**config.mk**
```make
export PLATFORM = sky130hd
export DESIGN_NAME = clk_glitch_monitor_ctrl_flat
export DESIGN_NICKNAME = d
export VERILOG_FILES = /design/src/rtl/clk_mon_pkg.sv /design/src/rtl/clk_glitch_monitor_ctrl_if.sv /design/src/rtl/clk_mon_cal_avg.sv /design/src/rtl/clk_glitch_monitor_ctrl.sv /design/src/flat_wrapper.sv
export SDC_FILE = /design/constraint.sdc
export NUM_CORES = 1
export LEC_CHECK = 0
export BUFFER_PORTS_ARGS = -buffer_cell sky130_fd_sc_hd__buf_4
export CORE_MARGIN = 10
export CORE_UTILIZATION = 60
export CTS_CLUSTER_SIZE = 28
export DETAILED_ROUTE_END_ITERATION = 12
export HOLD_SLACK_MARGIN = 0.06
export PLACE_DENSITY = 0.84
export SETUP_SLACK_MARGIN = 0.4
export SYNTH_ARGS = -nofsm -noshare
export SYNTH_HDL_FRONTEND = slang
export SYNTH_SLANG_ARGS = --single-unit
```
**constraint.sdc**
```tcl
create_clock -name clk -period 5.8 [get_ports clk]
set_clock_uncertainty 0.2 [all_clocks]
set_input_delay 1.16 -clock clk [delete_from_list [all_inputs] [get_ports clk]]
set_output_delay 1.16 -clock clk [all_outputs]
set_load 0.005 [all_outputs]
```
**src/rtl/clk_mon_pkg.sv**
```systemverilog
// Shared types for the clock-glitch monitor: FSM state encoding, the hi/lo
// sample pair and the absolute-difference helper used by the comparators.
package clk_mon_pkg;

   // Widest per-phase tick count the helper types can carry.
   localparam int unsigned SampleMaxW = 16;

   typedef logic [SampleMaxW-1:0] sample_t;

   typedef struct packed {
      sample_t hi;
      sample_t lo;
   } sample_pair_t;

   typedef enum logic [2:0] {
      StIdle    = 3'd0,
      StWarmup  = 3'd1,
      StCalib   = 3'd2,
      StMonitor = 3'd3,
      StAlarm   = 3'd4,
      StFault   = 3'd5
   } mon_state_e;

   // Larger minus smaller, so the result never wraps.
   function automatic sample_t abs_diff(input sample_t a, input sample_t b);
      return (a >= b) ? (a - b) : (b - a);
   endfunction

endpackage

```
**src/rtl/clk_glitch_monitor_ctrl_if.sv**
```systemverilog
// Control/status bundle between the RO counter / alarm logic and the glitch
// monitor sequencer. The monitor itself connects through the slave modport.
interface clk_glitch_monitor_ctrl_if #(
   parameter int unsigned NUM_RO = 4,
   parameter int unsigned CW     = 4
);
   logic              start;
   logic              stop;
   logic              clear_alarm;
   logic [NUM_RO-1:0] ro_mask;
   logic [CW-1:0]     tol;
   logic              sample_valid;
   logic [CW-1:0]     sample_hi;
   logic [CW-1:0]     sample_lo;

   logic [NUM_RO-1:0] ro_en;
   logic [2:0]        state_o;
   logic              calibrated;
   logic [CW-1:0]     baseline_hi;
   logic [CW-1:0]     baseline_lo;
   logic              glitch;
   logic              alarm;
   logic              cal_fail;

   modport master (
      output start, stop, clear_alarm, ro_mask, tol, sample_valid, sample_hi, sample_lo,
      input  ro_en, state_o, calibrated, baseline_hi, baseline_lo, glitch, alarm, cal_fail
   );

   modport slave (
      input  start, stop, clear_alarm, ro_mask, tol, sample_valid, sample_hi, sample_lo,
      output ro_en, state_o, calibrated, baseline_hi, baseline_lo, glitch, alarm, cal_fail
   );

endinterface

```
**src/rtl/clk_mon_cal_avg.sv**
```systemverilog
// Calibration averager: accumulates 2**LOG2_CAL hi/lo sample pairs and
// presents their truncated mean together with a done strobe on the last one.
module clk_mon_cal_avg #(
   parameter int unsigned CW       = 4,
   parameter int unsigned LOG2_CAL = 3
) (
   input  logic          clk_i,
   input  logic          rst_i,
   input  logic          clr_i,
   input  logic          valid_i,
   input  logic [CW-1:0] sample_hi_i,
   input  logic [CW-1:0] sample_lo_i,
   output logic          done_o,
   output logic [CW-1:0] baseline_hi_o,
   output logic [CW-1:0] baseline_lo_o
);

   localparam int unsigned AccW   = CW + LOG2_CAL;
   localparam int unsigned NumCal = 2 ** LOG2_CAL;
   localparam int unsigned CntW   = LOG2_CAL + 1;

   logic [AccW-1:0] acc_hi_q, acc_hi_d;
   logic [AccW-1:0] acc_lo_q, acc_lo_d;
   logic [AccW-1:0] sum_hi, sum_lo;
   logic [CntW-1:0] cnt_q, cnt_d;

   // Sums include the current sample so the baseline is ready in the same
   // cycle as the final sample; the accumulators restart after done.
   always_comb begin
      sum_hi        = acc_hi_q + AccW'(sample_hi_i);
      sum_lo        = acc_lo_q + AccW'(sample_lo_i);
      done_o        = valid_i && (cnt_q == CntW'(NumCal - 1));
      baseline_hi_o = CW'(sum_hi >> LOG2_CAL);
      baseline_lo_o = CW'(sum_lo >> LOG2_CAL);
      acc_hi_d      = acc_hi_q;
      acc_lo_d      = acc_lo_q;
      cnt_d         = cnt_q;
      if (clr_i || done_o) begin
         acc_hi_d = '0;
         acc_lo_d = '0;
         cnt_d    = '0;
      end else if (valid_i) begin
         acc_hi_d = sum_hi;
         acc_lo_d = sum_lo;
         cnt_d    = cnt_q + CntW'(1);
      end
   end

   // Accumulator and sample-count registers.
   always_ff @(posedge clk_i) begin
      if (rst_i) begin
         acc_hi_q <= '0;
         acc_lo_q <= '0;
         cnt_q    <= '0;
      end else begin
         acc_hi_q <= acc_hi_d;
         acc_lo_q <= acc_lo_d;
         cnt_q    <= cnt_d;
      end
   end

endmodule

```
**src/rtl/clk_glitch_monitor_ctrl.sv**
```systemverilog
// Ring-oscillator clock-glitch monitor sequencer: warm-up, baseline
// calibration, per-sample tolerance checking and sticky alarm escalation.
module clk_glitch_monitor_ctrl
   import clk_mon_pkg::*;
#(
   parameter int unsigned NUM_RO     = 4,
   parameter int unsigned CW         = 4,
   parameter int unsigned LOG2_CAL   = 3,
   parameter int unsigned WARMUP_CYC = 16,
   parameter int unsigned ALARM_CNT  = 2
) (
   input logic                      clk,
   input logic                      rst,
   clk_glitch_monitor_ctrl_if.slave bus
);

   localparam int unsigned WarmW = $clog2(WARMUP_CYC + 1);
   localparam int unsigned ViolW = $clog2(ALARM_CNT + 1);

   mon_state_e        state_q;
   logic [WarmW-1:0]  warm_cnt_q;
   logic [ViolW-1:0]  viol_cnt_q;
   logic [ViolW-1:0]  viol_inc;
   logic [NUM_RO-1:0] ro_en_q;
   logic              calibrated_q;
   logic [CW-1:0]     base_hi_q, base_lo_q;
   logic              glitch_q;
   logic              alarm_q;
   logic              cal_fail_q;

   sample_pair_t      cur_sample, cur_base;
   sample_t           diff_hi, diff_lo;
   logic              viol;
   logic              alarm_hit;

   logic              cal_clr, cal_valid, cal_done, cal_bad;
   logic [CW-1:0]     cal_base_hi, cal_base_lo;

   // Accumulators only run in CALIB and are flushed by stop or any other state.
   assign cal_clr   = (state_q != StCalib) || bus.stop;
   assign cal_valid = (state_q == StCalib) && bus.sample_valid && !bus.stop;

   clk_mon_cal_avg #(
      .CW       (CW),
      .LOG2_CAL (LOG2_CAL)
   ) u_cal_avg (
      .clk_i         (clk),
      .rst_i         (rst),
      .clr_i         (cal_clr),
      .valid_i       (cal_valid),
      .sample_hi_i   (bus.sample_hi),
      .sample_lo_i   (bus.sample_lo),
      .done_o        (cal_done),
      .baseline_hi_o (cal_base_hi),
      .baseline_lo_o (cal_base_lo)
   );

   // Tolerance comparators and saturating violation-count look-ahead.
   always_comb begin
      cur_sample.hi = sample_t'(bus.sample_hi);
      cur_sample.lo = sample_t'(bus.sample_lo);
      cur_base.hi   = sample_t'(base_hi_q);
      cur_base.lo   = sample_t'(base_lo_q);
      diff_hi       = abs_diff(cur_sample.hi, cur_base.hi);
      diff_lo       = abs_diff(cur_sample.lo, cur_base.lo);
      viol          = bus.sample_valid &&
                      ((diff_hi > sample_t'(bus.tol)) || (diff_lo > sample_t'(bus.tol)));
      viol_inc      = (viol_cnt_q == ViolW'(ALARM_CNT)) ? viol_cnt_q : viol_cnt_q + ViolW'(1);
      alarm_hit     = viol && (viol_inc == ViolW'(ALARM_CNT));
      cal_bad       = (cal_base_hi == '0) || (cal_base_hi == '1) ||
                      (cal_base_lo == '0) || (cal_base_lo == '1);
   end

   // Sequencer FSM; every output is a register updated alongside the state.
   always_ff @(posedge clk) begin
      if (rst) begin
         state_q      <= StIdle;
         warm_cnt_q   <= '0;
         viol_cnt_q   <= '0;
         ro_en_q      <= '0;
         calibrated_q <= 1'b0;
         base_hi_q    <= '0;
         base_lo_q    <= '0;
         glitch_q     <= 1'b0;
         alarm_q      <= 1'b0;
         cal_fail_q   <= 1'b0;
      end else begin
         glitch_q <= 1'b0;
         unique case (state_q)
            StIdle, StFault: begin
               if (bus.start) begin
                  state_q      <= StWarmup;
                  ro_en_q      <= bus.ro_mask;
                  cal_fail_q   <= 1'b0;
                  calibrated_q <= 1'b0;
                  base_hi_q    <= '0;
                  base_lo_q    <= '0;
                  warm_cnt_q   <= '0;
               end else begin
                  ro_en_q <= '0;
               end
            end
            StWarmup: begin
               if (bus.stop) begin
                  state_q      <= StIdle;
                  ro_en_q      <= '0;
                  calibrated_q <= 1'b0;
                  viol_cnt_q   <= '0;
               end else begin
                  ro_en_q    <= bus.ro_mask;
                  warm_cnt_q <= warm_cnt_q + WarmW'(1);
                  if (warm_cnt_q == WarmW'(WARMUP_CYC - 1)) begin
                     state_q <= StCalib;
                  end
               end
            end
            StCalib: begin
               if (bus.stop) begin
                  state_q      <= StIdle;
                  ro_en_q      <= '0;
                  calibrated_q <= 1'b0;
                  viol_cnt_q   <= '0;
               end else if (cal_done) begin
                  base_hi_q <= cal_base_hi;
                  base_lo_q <= cal_base_lo;
                  if (cal_bad) begin
                     state_q    <= StFault;
                     cal_fail_q <= 1'b1;
                     ro_en_q    <= '0;
                  end else begin
                     state_q      <= StMonitor;
                     calibrated_q <= 1'b1;
                     ro_en_q      <= bus.ro_mask;
                  end
               end else begin
                  ro_en_q <= bus.ro_mask;
               end
            end
            StMonitor: begin
               if (viol) begin
                  glitch_q   <= 1'b1;
                  viol_cnt_q <= viol_inc;
               end else if (bus.sample_valid) begin
                  viol_cnt_q <= '0;
               end
               // An alarm-raising sample outranks a simultaneous stop.
               if (alarm_hit) begin
                  state_q <= StAlarm;
                  alarm_q <= 1'b1;
                  ro_en_q <= bus.ro_mask;
               end else if (bus.stop) begin
                  state_q      <= StIdle;
                  ro_en_q      <= '0;
                  calibrated_q <= 1'b0;
                  viol_cnt_q   <= '0;
               end else begin
                  ro_en_q <= bus.ro_mask;
               end
            end
            StAlarm: begin
               if (bus.clear_alarm) begin
                  state_q      <= StIdle;
                  alarm_q      <= 1'b0;
                  calibrated_q <= 1'b0;
                  viol_cnt_q   <= '0;
                  ro_en_q      <= '0;
               end else begin
                  ro_en_q <= bus.ro_mask;
               end
            end
            default: begin
               state_q <= StIdle;
               ro_en_q <= '0;
            end
         endcase
      end
   end

   assign bus.ro_en       = ro_en_q;
   assign bus.state_o     = state_q;
   assign bus.calibrated  = calibrated_q;
   assign bus.baseline_hi = base_hi_q;
   assign bus.baseline_lo = base_lo_q;
   assign bus.glitch      = glitch_q;
   assign bus.alarm       = alarm_q;
   assign bus.cal_fail    = cal_fail_q;

endmodule

```
**src/flat_wrapper.sv**
```systemverilog
// flat-port wrapper written by rule: the top's interface ports become plain ports
module clk_glitch_monitor_ctrl_flat import clk_mon_pkg::*;
#(
   parameter int unsigned NUM_RO     = 4,
   parameter int unsigned CW         = 4,
   parameter int unsigned LOG2_CAL   = 3,
   parameter int unsigned WARMUP_CYC = 16,
   parameter int unsigned ALARM_CNT  = 2
)
  (clk, rst, bus_start, bus_stop, bus_clear_alarm, bus_ro_mask, bus_tol, bus_sample_valid, bus_sample_hi, bus_sample_lo, bus_ro_en, bus_state_o, bus_calibrated, bus_baseline_hi, bus_baseline_lo, bus_glitch, bus_alarm, bus_cal_fail);
  clk_glitch_monitor_ctrl_if #(.NUM_RO(NUM_RO), .CW(CW)) bus_i ();
  input logic clk;
  input logic rst;
  input wire logic [$bits(bus_i.start)-1:0] bus_start;
  input wire logic [$bits(bus_i.stop)-1:0] bus_stop;
  input wire logic [$bits(bus_i.clear_alarm)-1:0] bus_clear_alarm;
  input wire logic [$bits(bus_i.ro_mask)-1:0] bus_ro_mask;
  input wire logic [$bits(bus_i.tol)-1:0] bus_tol;
  input wire logic [$bits(bus_i.sample_valid)-1:0] bus_sample_valid;
  input wire logic [$bits(bus_i.sample_hi)-1:0] bus_sample_hi;
  input wire logic [$bits(bus_i.sample_lo)-1:0] bus_sample_lo;
  output wire logic [$bits(bus_i.ro_en)-1:0] bus_ro_en;
  output wire logic [$bits(bus_i.state_o)-1:0] bus_state_o;
  output wire logic [$bits(bus_i.calibrated)-1:0] bus_calibrated;
  output wire logic [$bits(bus_i.baseline_hi)-1:0] bus_baseline_hi;
  output wire logic [$bits(bus_i.baseline_lo)-1:0] bus_baseline_lo;
  output wire logic [$bits(bus_i.glitch)-1:0] bus_glitch;
  output wire logic [$bits(bus_i.alarm)-1:0] bus_alarm;
  output wire logic [$bits(bus_i.cal_fail)-1:0] bus_cal_fail;
  assign bus_i.start = bus_start;
  assign bus_i.stop = bus_stop;
  assign bus_i.clear_alarm = bus_clear_alarm;
  assign bus_i.ro_mask = bus_ro_mask;
  assign bus_i.tol = bus_tol;
  assign bus_i.sample_valid = bus_sample_valid;
  assign bus_i.sample_hi = bus_sample_hi;
  assign bus_i.sample_lo = bus_sample_lo;
  assign bus_ro_en = bus_i.ro_en;
  assign bus_state_o = bus_i.state_o;
  assign bus_calibrated = bus_i.calibrated;
  assign bus_baseline_hi = bus_i.baseline_hi;
  assign bus_baseline_lo = bus_i.baseline_lo;
  assign bus_glitch = bus_i.glitch;
  assign bus_alarm = bus_i.alarm;
  assign bus_cal_fail = bus_i.cal_fail;
  clk_glitch_monitor_ctrl #(.NUM_RO(NUM_RO), .CW(CW), .LOG2_CAL(LOG2_CAL), .WARMUP_CYC(WARMUP_CYC), .ALARM_CNT(ALARM_CNT)) u_core (.clk(clk), .rst(rst), .bus(bus_i));
endmodule
```
* Yosys cells after proc, flatten, opt, wreduce, memory -nomap -nowiden
Cells that the tools add are included.
** Word-level totals
- Bits in registers :: 44
- Input bits :: 22
- Output and inout port bits :: 19
- Word-level logic and storage cells :: 136
** Cells by class
- Add/sub/neg operators :: 9
- $lt $le $gt $ge :: 4
- Equality and inequality tests :: 25
- Muxes and demuxes :: 53
- Bitwise gates (word level) :: 1
- Reductions and logical operators :: 31
** Operators with widths (number)
- $mux W4 :: 12
- $gt A16 B4 Y1 :: 2
- $mux W16 :: 2
- $mux W3 :: 9
- $pmux W4 S5 :: 1
- $sub A4 B4 Y5 :: 4
- $pmux W4 S2 :: 2
- $pmux W3 S5 :: 1
- $add A7 B4 Y7 :: 2
- $mux W2 :: 7
- $mux W1 :: 12
- $ne A3 B2 Y1 const B :: 4
- $mux W5 :: 2
- $ne A2 B2 Y1 const B :: 5
- $pmux W5 S2 :: 1
- $reduce_and A5 Y1 :: 2
- $reduce_and A3 Y1 :: 3
- $eq A4 B4 Y1 const B :: 2
- $ge A4 B4 Y1 :: 2
- $logic_not A4 Y1 :: 2
- $ne A2 B1 Y1 const B :: 4
- $reduce_or A2 Y1 :: 4
- $eq A3 B2 Y1 const B :: 2
- $eq A3 B3 Y1 const B :: 2
- other kinds (21) :: 34

* Depth between registers and ports, before layout
Gate-level depths: netlist of the first run.
- Word-level depth :: 9
- Gate-level depth with buffers :: 17
- Gate-level depth less buffers :: 17

* Hierarchy
Synthesis of the first run repeated with hierarchy kept, for this count alone.
** Unflattened totals
- Cells, all modules :: 410
- Area, all modules :: 3488.3 um2
** Modules (own cells, without submodules)
- clk_glitch_monitor_ctrl :: instances 1, cells an instance 277, area an instance 2292.2 um2, sequential area each 520.5 um2
- clk_mon_cal_avg :: instances 1, cells an instance 133, area an instance 1196.1 um2, sequential area each 360.3 um2

* Least setup slack after synthesis of the first run
No wires, ideal clock.
- Kind :: input to register
- From :: input port bus_sample_hi[0]
- To :: register u_core.calibrated_q (netlist: u_core.bus.calibrated)
- Library setup time :: 0.091 ns
- Data arrival time :: 3.948 ns
- Required time :: 5.509 ns
- Slack :: 1.561 ns
- Cell stages on the path :: 15
- Path buffers :: 0
- Path through :: ha_1 > nand2b_1 > a21oi_1 > nor2b_1 > o21ai_0 > nor2b_1 > mux2_2 > ha_1 > a21oi_1 > o21ai_0 > a22oi_1 > a311o_1 > o211a_1 > a31oi_1 > a311oi_1
** On the way
- Cells in the longest elaborated chain, start to end :: 8
- Elaborated cells on any way between the ends :: 17
- Classes of those cells :: 3 x add/sub; 2 x order compare; 3 x eq/ne; 1 x mux; 8 x reduce/logical
** Ends and longest elaborated chain
- start: declaration :: line flat_wrapper.sv:20 : input wire logic [$bits(bus_i.sample_hi)-1:0] bus_sample_hi;
- $sub A4 B4 Y5 / $ge A4 B4 Y1 (equally long branches) :: line clk_mon_pkg.sv:26 : return (a >= b) ? (a - b) : (b - a);
- $mux W16 :: line clk_mon_pkg.sv:26
- $gt A16 B4 Y1 :: line clk_glitch_monitor_ctrl.sv:67 : ((diff_hi > sample_t'(bus.tol)) || (diff_lo > sample_t'(bus.tol)));
- $logic_or A1 B1 Y1 :: line clk_glitch_monitor_ctrl.sv:67
- $logic_and A1 B1 Y1 :: line clk_glitch_monitor_ctrl.sv:66 : viol = bus.sample_valid &&
- $logic_and A1 B1 Y1 :: line clk_glitch_monitor_ctrl.sv:69 : alarm_hit = viol && (viol_inc == ViolW'(ALARM_CNT));
- $ne A2 B2 Y1 (no line)
- $reduce_and A6 Y1 (no line) (*)
- end signal: assignment :: line clk_glitch_monitor_ctrl.sv:81 : calibrated_q <= 1'b0;
- end signal: assignment :: line clk_glitch_monitor_ctrl.sv:95 : calibrated_q <= 1'b0;
- end signal: assignment :: line clk_glitch_monitor_ctrl.sv:107 : calibrated_q <= 1'b0;
- end: declaration :: line clk_glitch_monitor_ctrl.sv:25 : logic calibrated_q;
Mark *: on every way between the ends. The rest lies on a longest branch, timed or not.
A chain may end at the register's enable or synchronous reset.

* Final worst setup path of the first run
Ends and elaborated chain as after synthesis.

==> results of run 1 <==
[sequential cells by signal, indices dropped and copies added (netlist names)]
name                       cells
u_core.bus.calibrated          1
u_core.bus.ro_en               4
u_core.u_cal_avg.acc_lo_q      7
u_core.u_cal_avg.cnt_q         4
u_core.bus.state_o             3
u_core.bus.baseline_hi         4
u_core.u_cal_avg.acc_hi_q      7
u_core.viol_cnt_q              2
u_core.bus.glitch              1
u_core.bus.cal_fail            1
u_core.bus.alarm               1
u_core.bus.baseline_lo         4
u_core.warm_cnt_q              5
[logic make-up after synthesis]
group,share of synthesized area [%]
compound gates,17.2
xor+xnor,6.95
fa+ha+maj,17.4
buf+inv,7.87
flops,26.9
mux,2.83
simple gates,20.9
[power breakdown]
group / switching (mW) / internal, mW / leakage [nW]
registers: 0.0111 / 0.308 / 0.355
logic: 0.0803 / 0.0626 / 1.11
clock network: 0.114 / 0.130 / 0.0548
total: 0.206 / 0.500 / 1.52
[worst paths after layout]
path | start | to | cells past startpoint
max | bus_sample_hi[0] | u_core.bus.calibrated | 17
max reg2reg | u_core.bus.baseline_hi[1] | u_core.bus.calibrated | 16
min reg2reg | u_core.viol_cnt_q[0] | u_core.viol_cnt_q[0] | 2
min | u_core.viol_cnt_q[0] | u_core.viol_cnt_q[0] | 2
[layer usage]
metal / GRT usage, % / share of wire, %
met5: 0 / 0
met3: 4.64 / 7.4
met4: 5.95 / 2.1
met2: 28.9 / 48
met1: 21.2 / 42
[cells in the mapped netlist, drive strengths merged, types with 9 or more instances]
cell,number
a21oi,37
inv,37
nor3,9
o21ai,9
dfxtp,44
clkbuf,10
nand3,12
xnor2,12
ha,36
a21o,10
nand2,32
xor2,14
nor2,35
[per-stage QoR]
| step | std cells | cell area [sq um] |
|---|---|---|
| 6_report | 489 | 3660 |
| 3_5_place_dp | 481 | 3550 |
| 2_1_floorplan | 388 | 3280 |
| 4_1_cts | 489 | 3660 |
| 3_3_place_gp | 481 | 3550 |
| 5_1_grt | 489 | 3660 |
[layout make-up]
class | count | share of cell area (%)
multi-input cells | 290 | 58.4
flip-flops and latches | 44 | 24.1
repair buffers | 40 | 8.20
inverters | 37 | 3.79
well taps | 70 | 2.39
clock buffers | 5 | 1.88
clock inverters | 3 | 1.26
[worst register-to-register path, stage by stage, from the launching register on]
cell      delay (ns)
dfxtp_1         0.46
inv_1           0.12
ha_1            0.37
a21oi_1         0.14
nor2b_1         0.07
o21ai_0         0.15
nor2b_1         0.32
mux2i_1         0.27
xor2_1          0.17
ha_1            0.27
a21oi_1         0.14
o21ai_0         0.09
a22oi_1         0.28
a311o_1         0.33
o211a_1         0.21
a31oi_1         0.10
a311oi_1        0.29
[layout by cell type (no fill, tap or decap), types with 9 or more instances in the layout]
cell     count
a21o_1       9
inv_1       37
xnor2_1     12
o21ai_0      9
nor2_1      35
buf_4       40
a21oi_1     36
nand2_1     31
xor2_1      14
dfxtp_1     44
nand3_1     12
ha_1        36
==> run_summary.xml, run 1 <==
<?xml version="1.0" encoding="UTF-8"?>
<metrics>
  <group name="outcome">
    <metric name="run_status" unit="">completed</metric>
  </group>
  <group name="die">
    <metric name="core_area" unit="sq mm">0.00520</metric>
    <metric name="floorplan.io_pins" unit="">41</metric>
    <metric name="die_y" unit="microns">93.9</metric>
    <metric name="initial_core_util" unit="%">63.0</metric>
    <metric name="floorplan.rows" unit="">26</metric>
    <metric name="dieWidth" unit="microns">93.9</metric>
    <metric name="die_area" unit="sq mm">0.00882</metric>
  </group>
  <group name="global_routing">
    <metric name="number_of_global_route_vias_before_repair" unit="">2718</metric>
    <metric name="global_route_usage_over_all_layers" unit="%">17.4</metric>
    <metric name="maximum_number_of_pins_on_one_net_before_global_route_repair" unit="">28</metric>
    <metric name="grt_antenna_before_repair" unit="">0</metric>
    <metric name="grt_pass1_wl" unit="mm">12.8</metric>
    <metric name="remaining_overflow_grt" unit="">0</metric>
  </group>
  <group name="sta">
    <metric name="timing_worst_slew_pin_value" unit="ns">0.744</metric>
    <metric name="layout_min_cycle_time" unit="ns">4.56</metric>
    <metric name="setup_repair_after_global_routing_missed_its_margin" unit="">false</metric>
    <metric name="fmax" unit="MHz">219</metric>
    <metric name="fin_tns_setup" unit="ns">0</metric>
    <metric name="timing_max_transition_violations_final" unit="">0</metric>
    <metric name="final_hold_viol_count" unit="">0</metric>
    <metric name="hold_slack" unit="ns">0.265</metric>
    <metric name="post-route-period-util" unit="%">78.6</metric>
    <metric name="slew_headroom" unit="%">50.4</metric>
    <metric name="setup_viol" unit="">0</metric>
    <metric name="worst_slack" unit="ns">1.24</metric>
  </group>
  <group name="setup_path">
    <metric name="cp_slowest_stage_delay" unit="ns">0.33</metric>
    <metric name="worstSetupPathType" unit="">in -&gt; reg</metric>
    <metric name="reg2reg_slack" unit="ns">1.73</metric>
    <metric name="worst_ep_arrival" unit="ns">4.57</metric>
    <metric name="required_time_at_the_endpoint_of_the_critical_path" unit="ns">5.81</metric>
    <metric name="endpoint_kind" unit="">flip-flop</metric>
    <metric name="cp_num_buf_inv" unit="">1</metric>
    <metric name="top_fanout_value_on_the_critical_path" unit="">5</metric>
    <metric name="top_family_by_delay_on_critical_path" unit="">compound AO/OA/AOI/OAI gates</metric>
    <metric name="critPathSlowestCell" unit="">a311o_1</metric>
    <metric name="crit_path_cell_trace" unit="">buf_4, ha_1, nand2b_1, a21oi_1, nor2b_1, o21ai_0, nor2b_1, mux2i_1, xor2_1, ha_1, a21oi_1, o21ai_0, a22oi_1, a311o_1, o211a_1, a31oi_1, a311oi_1</metric>
    <metric name="cp-start-kind" unit="">primary input</metric>
  </group>
  <group name="layout">
    <metric name="final.fill_count" unit="">422</metric>
    <metric name="areaGrowthSynthToFinish" unit="%">11.7</metric>
    <metric name="antennaDiodeCount" unit="">0</metric>
    <metric name="area.sequential" unit="sq um">881</metric>
    <metric name="finalCoreUtilization" unit="%">70.3</metric>
    <metric name="drive_above_1_share" unit="%">14.8</metric>
    <metric name="num-nets-final" unit="">482</metric>
    <metric name="multi_input_comb_area" unit="sq mm">0.00214</metric>
  </group>
  <group name="synth">
    <metric name="synth.yosys.warnings" unit="">0</metric>
    <metric name="synth_top_cell_area_share" unit="%">26.9</metric>
    <metric name="postSynthAreaPerCell" unit="sq um">8.45</metric>
    <metric name="netlist_top_cells_area" unit="">dfxtp_1 (27%), ha_1 (14%), a21oi_1 (5.5%)</metric>
    <metric name="postSynthRegisterBits" unit="">44</metric>
    <metric name="yosysUniqueCellTypes" unit="">58</metric>
    <metric name="syn-instance-count" unit="">388</metric>
    <metric name="synth-seq-area-share" unit="%">26.9</metric>
    <metric name="synth_enable_flop_cells" unit="">0</metric>
    <metric name="syn_nets" unit="">452</metric>
    <metric name="yosysTopAreaCell" unit="">dfxtp_1</metric>
    <metric name="synth-async-reset-ratio" unit="%">0</metric>
    <metric name="synth_area" unit="sq mm">0.00328</metric>
    <metric name="ys_dominant_reg_cell" unit="">dfxtp_1</metric>
  </group>
  <group name="detailed_routing">
    <metric name="drt_wl_total" unit="mm">7.64</metric>
    <metric name="routed-via-count" unit="">2881</metric>
    <metric name="drc" unit="">0</metric>
    <metric name="drt_first_pass_iters" unit="">5</metric>
    <metric name="viasPerCell" unit="">5.89</metric>
    <metric name="ant_nets" unit="">0</metric>
    <metric name="wire_per_inst" unit="microns">15.6</metric>
    <metric name="drt_iter0_markers" unit="">240</metric>
  </group>
  <group name="clock_network">
    <metric name="cts-root-buf" unit="">clkbuf_8</metric>
    <metric name="post_cts_hold_buffer_count" unit="">0</metric>
    <metric name="cts_inserted_buffers" unit="">5</metric>
    <metric name="path_clk_slew" unit="ns">0.09</metric>
    <metric name="clk_latency" unit="ns">0.31</metric>
    <metric name="cts_max_path_buffers" unit="">2</metric>
    <metric name="clock_tree_from_tritoncts" unit="">yes</metric>
    <metric name="clock_sink_count" unit="">44</metric>
    <metric name="cts-resized-gates" unit="">0</metric>
    <metric name="cts_setup_buffers" unit="">0</metric>
    <metric name="cts-htree-levels" unit="">2</metric>
  </group>
  <group name="placed_design">
    <metric name="placement.setup.worst_slack" unit="ns">0.972</metric>
    <metric name="numPortBuffers" unit="">40</metric>
    <metric name="dp.final_hpwl" unit="mm">5.87</metric>
    <metric name="place_congestion" unit="">0.936</metric>
  </group>
  <group name="power">
    <metric name="power" unit="mW">0.706</metric>
    <metric name="powerDensity" unit="mW/mm^2">193</metric>
    <metric name="irDropWorstVdd" unit="uV">166</metric>
    <metric name="power.leakage" unit="nW">1.52</metric>
  </group>
  <group name="hold_path">
    <metric name="worstHoldPathType" unit="">reg -&gt; reg</metric>
  </group>
  <group name="run">
    <metric name="timing.max_cap.violations" unit="">0</metric>
  </group>
</metrics>
(Power assumes the default switching activity.)
==> run 2: changes to the inputs <==
Settings changed: ABC_AREA set to 1, CORE_UTILIZATION 60 to 53, PLACE_DENSITY 0.84 to 0.79.
Clock period 5.8 ns to 4.1 ns, I/O delays scaled along.
==> run_summary.xml, run 2 <==
<?xml version="1.0" encoding="UTF-8"?>
<metrics>
  <group name="outcome">
    <metric name="run_status" unit="">completed</metric>
  </group>
  <group name="sta">
    <metric name="layout_min_cycle_time" unit="ns">3.46</metric>
    <metric name="setup_viol" unit="">0</metric>
    <metric name="hold_slack" unit="ns">0.258</metric>
    <metric name="setup_repair_after_global_routing_missed_its_margin" unit="">false</metric>
    <metric name="post-route-period-util" unit="%">84.4</metric>
    <metric name="fmax" unit="MHz">289</metric>
    <metric name="final_hold_viol_count" unit="">0</metric>
    <metric name="fin_tns_setup" unit="ns">0</metric>
    <metric name="timing_worst_slew_pin_value" unit="ns">0.700</metric>
    <metric name="timing_max_transition_violations_final" unit="">0</metric>
    <metric name="slew_headroom" unit="%">53.3</metric>
  </group>
  <group name="synth">
    <metric name="postSynthRegisterBits" unit="">44</metric>
    <metric name="syn-instance-count" unit="">508</metric>
    <metric name="yosysUniqueCellTypes" unit="">41</metric>
    <metric name="netlist_top_cells_count" unit="">nand2_1 (149), inv_1 (91), dfxtp_1 (44)</metric>
    <metric name="synth_area" unit="sq mm">0.00344</metric>
    <metric name="yosysTopAreaCell" unit="">dfxtp_1</metric>
    <metric name="syn_nets" unit="">572</metric>
    <metric name="ys_dominant_reg_cell" unit="">dfxtp_1</metric>
    <metric name="synth-async-reset-ratio" unit="%">0</metric>
    <metric name="synth-seq-area-share" unit="%">25.6</metric>
    <metric name="postSynthAreaPerCell" unit="sq um">6.76</metric>
    <metric name="synth_top_cell_area_share" unit="%">25.6</metric>
    <metric name="netlist_top_cells_area" unit="">dfxtp_1 (26%), nand2_1 (16%), ha_1 (13%)</metric>
    <metric name="synth_enable_flop_cells" unit="">0</metric>
    <metric name="synth.yosys.warnings" unit="">0</metric>
    <metric name="yosysMostFrequentCell" unit="">nand2_1</metric>
  </group>
  <group name="setup_path">
    <metric name="top_family_by_delay_on_critical_path" unit="">simple AND/OR/NAND/NOR gates</metric>
    <metric name="critical_path.reg2reg.startpoint" unit="">u_core.bus.baseline_lo[1]</metric>
    <metric name="worst_ep_arrival" unit="ns">3.45</metric>
    <metric name="critPathSlowestCell" unit="">ha_4</metric>
    <metric name="crit_path_cell_trace" unit="">buf_4, ha_4, nand2_2, clkinv_1, nand2_1, nand2_1, nand2_1, nand2_2, mux2i_1, xor2_1, inv_1, ha_1, nand2_1, inv_1, nand2_1, nand2_1, nand2_1, nand3_2, nor2_4, nand2_4, nand4_4, nand2_4, nor3b_4, nor2_1</metric>
    <metric name="endpoint_kind" unit="">flip-flop</metric>
    <metric name="required_time_at_the_endpoint_of_the_critical_path" unit="ns">4.09</metric>
    <metric name="worstSetupPathType" unit="">in -&gt; reg</metric>
    <metric name="top_fanout_value_on_the_critical_path" unit="">6</metric>
    <metric name="cp-start-kind" unit="">primary input</metric>
    <metric name="cp-startpoint" unit="">bus_sample_lo[2]</metric>
    <metric name="cp_num_buf_inv" unit="">4</metric>
    <metric name="worst_path_most_repeated_cell" unit="">nand2_1</metric>
    <metric name="cp_slowest_stage_delay" unit="ns">0.30</metric>
  </group>
  <group name="layout">
    <metric name="drive_above_1_share" unit="%">16.0</metric>
    <metric name="non_filler_instance_count_after_layout" unit="">628</metric>
    <metric name="final.fill_count" unit="">539</metric>
    <metric name="num-nets-final" unit="">614</metric>
    <metric name="layout_common_cells" unit="">nand2_1 (149), inv_1 (91), dfxtp_1 (44), buf_4 (43), a21oi_1 (37)</metric>
    <metric name="leading_cell_type_in_the_layout_fill_and_taps_excluded" unit="">nand2_1</metric>
    <metric name="biggestRegsByFlops" unit="">u_core.u_cal_avg.acc_hi_q: 7 flops, u_core.u_cal_avg.acc_lo_q: 7 flops, u_core.warm_cnt_q: 5 flops</metric>
    <metric name="areaGrowthSynthToFinish" unit="%">16.4</metric>
    <metric name="antennaDiodeCount" unit="">0</metric>
  </group>
  <group name="die">
    <metric name="floorplan.io_pins" unit="">41</metric>
    <metric name="die_area" unit="sq mm">0.0101</metric>
    <metric name="core_area" unit="sq mm">0.00631</metric>
    <metric name="floorplan.rows" unit="">29</metric>
    <metric name="initial_core_util" unit="%">54.4</metric>
    <metric name="dieWidth" unit="microns">101</metric>
    <metric name="die_y" unit="microns">101</metric>
  </group>
  <group name="detailed_routing">
    <metric name="routed-via-count" unit="">3186</metric>
    <metric name="ant_nets" unit="">0</metric>
    <metric name="viasPerCell" unit="">5.07</metric>
    <metric name="drt_first_pass_iters" unit="">4</metric>
    <metric name="drc" unit="">0</metric>
    <metric name="wire_per_inst" unit="microns">12.4</metric>
    <metric name="drt_iter0_markers" unit="">214</metric>
    <metric name="drt_wl_total" unit="mm">7.77</metric>
  </group>
  <group name="power">
    <metric name="power.share.switching" unit="%">29.7</metric>
    <metric name="pwr-share-comb" unit="%">24.3</metric>
    <metric name="power.leakage" unit="nW">2.04</metric>
    <metric name="p_seq_share" unit="%">43.8</metric>
    <metric name="net-switching-power" unit="mW">0.305</metric>
    <metric name="p_int" unit="mW">0.722</metric>
    <metric name="irDropWorstVdd" unit="uV">213</metric>
    <metric name="power.share.clock" unit="%">31.8</metric>
    <metric name="powerDensity" unit="mW/mm^2">257</metric>
  </group>
  <group name="hold_path">
    <metric name="worstHoldPathType" unit="">reg -&gt; reg</metric>
    <metric name="min_from" unit="">u_core.warm_cnt_q[4]</metric>
  </group>
  <group name="clock_network">
    <metric name="clk_latency" unit="ns">0.30</metric>
    <metric name="cts_inserted_buffers" unit="">5</metric>
    <metric name="post_cts_hold_buffer_count" unit="">0</metric>
    <metric name="clock_sink_count" unit="">44</metric>
    <metric name="cts-root-buf" unit="">clkbuf_8</metric>
    <metric name="cts-htree-levels" unit="">2</metric>
    <metric name="cts_max_path_buffers" unit="">2</metric>
    <metric name="path_clk_slew" unit="ns">0.08</metric>
    <metric name="clock_tree_from_tritoncts" unit="">yes</metric>
  </group>
  <group name="global_routing">
    <metric name="grt_pass1_wl" unit="mm">13.3</metric>
    <metric name="number_of_global_route_vias_before_repair" unit="">3124</metric>
    <metric name="maximum_number_of_pins_on_one_net_before_global_route_repair" unit="">24</metric>
    <metric name="global_route_usage_over_all_layers" unit="%">15.3</metric>
    <metric name="remaining_overflow_grt" unit="">0</metric>
    <metric name="grt_antenna_before_repair" unit="">0</metric>
  </group>
  <group name="placed_design">
    <metric name="place_congestion" unit="">0.896</metric>
    <metric name="dp.final_hpwl" unit="mm">6.17</metric>
    <metric name="numPortBuffers" unit="">40</metric>
    <metric name="dp_cell_count" unit="">617</metric>
  </group>
  <group name="run">
    <metric name="timing.max_cap.violations" unit="">0</metric>
  </group>
</metrics>
[run 2: repair_timing]
item,in CTS,in global routing
setup endpoints to repair,0,9
endpoints found under the hold margin,0,0
setup buffers,0,3
gates resized for setup,0,12
[run 2: final cells by class]
type                       count  area (sq um)  share of cell area (%)
sequential                    44           881                    22.0
clock inverter                 2          35.0                   0.876
multi-input combinational    359          2230                    55.7
inverter                      97           364                    9.11
timing repair buffer          43           323                    8.08
clock buffer                   6          72.6                    1.82
tap                           77          96.3                    2.41
[run 2: per-stage QoR]
stage	area, sq um	utilization (%)	setup WS, ns	total power, mW
CTS	3900	61.8	0.449	1.02
detailed placement	3790	60.1	0.134	0.698
global route	4000	63.3	0.377	1.08
floorplan	3440	-	0.592	0.626
global placement	3790	60.1	0.288	0.691
finish	4000	63.3	0.641	1.03
[run 2: path summary, 6_finish.rpt]
kind                          endpoint  slack, ns  depth (start not counted)
hold reg to reg   u_core.warm_cnt_q[4]       0.26                          2
setup / recovery   u_core.bus.ro_en[3]       0.64                         24
hold / removal    u_core.warm_cnt_q[4]       0.26                          2
setup reg to reg   u_core.bus.ro_en[3]       0.71                         24
[run 2: worst min-delay path: cells and delay by family (launching register included)]
kind	cells	cell delay, ns
flip-flops	1	0.30
buffers and inverters	1	0.06
AO/OA/AOI/OAI	1	0.05
[run 2: power by group through the flow]
stage | combinational [mW] | sequential (mW) | clock [mW]
global route | 0.284 | 0.452 | 0.348
CTS | 0.239 | 0.450 | 0.333
floorplan | 0.167 | 0.459 | 0
detailed placement | 0.238 | 0.460 | 0
global placement | 0.232 | 0.460 | 0
finish | 0.250 | 0.450 | 0.327
[run 2: cell families after synthesis]
family	Yosys count	share of synthesized area, %
AND/OR/NAND/NOR	238	31.9
buffers and inverters	105	11.8
AO/OA/AOI/OAI	69	11.3
flip-flops	44	25.6
adder cells (fa/ha/maj)	42	16.6
XOR/XNOR	5	1.27
multiplexers	5	1.53
[run 2: routing by layer]
metal / wire [microns] / vias to the layer above / GRT usage, %
met5: 0 / - / 0
met2: 3730 / 71 / 26.4
li1: - / 1688 / -
met4: 90 / 0 / 5.22
met1: 3530 / 1416 / 18.3
met3: 426 / 11 / 3.22
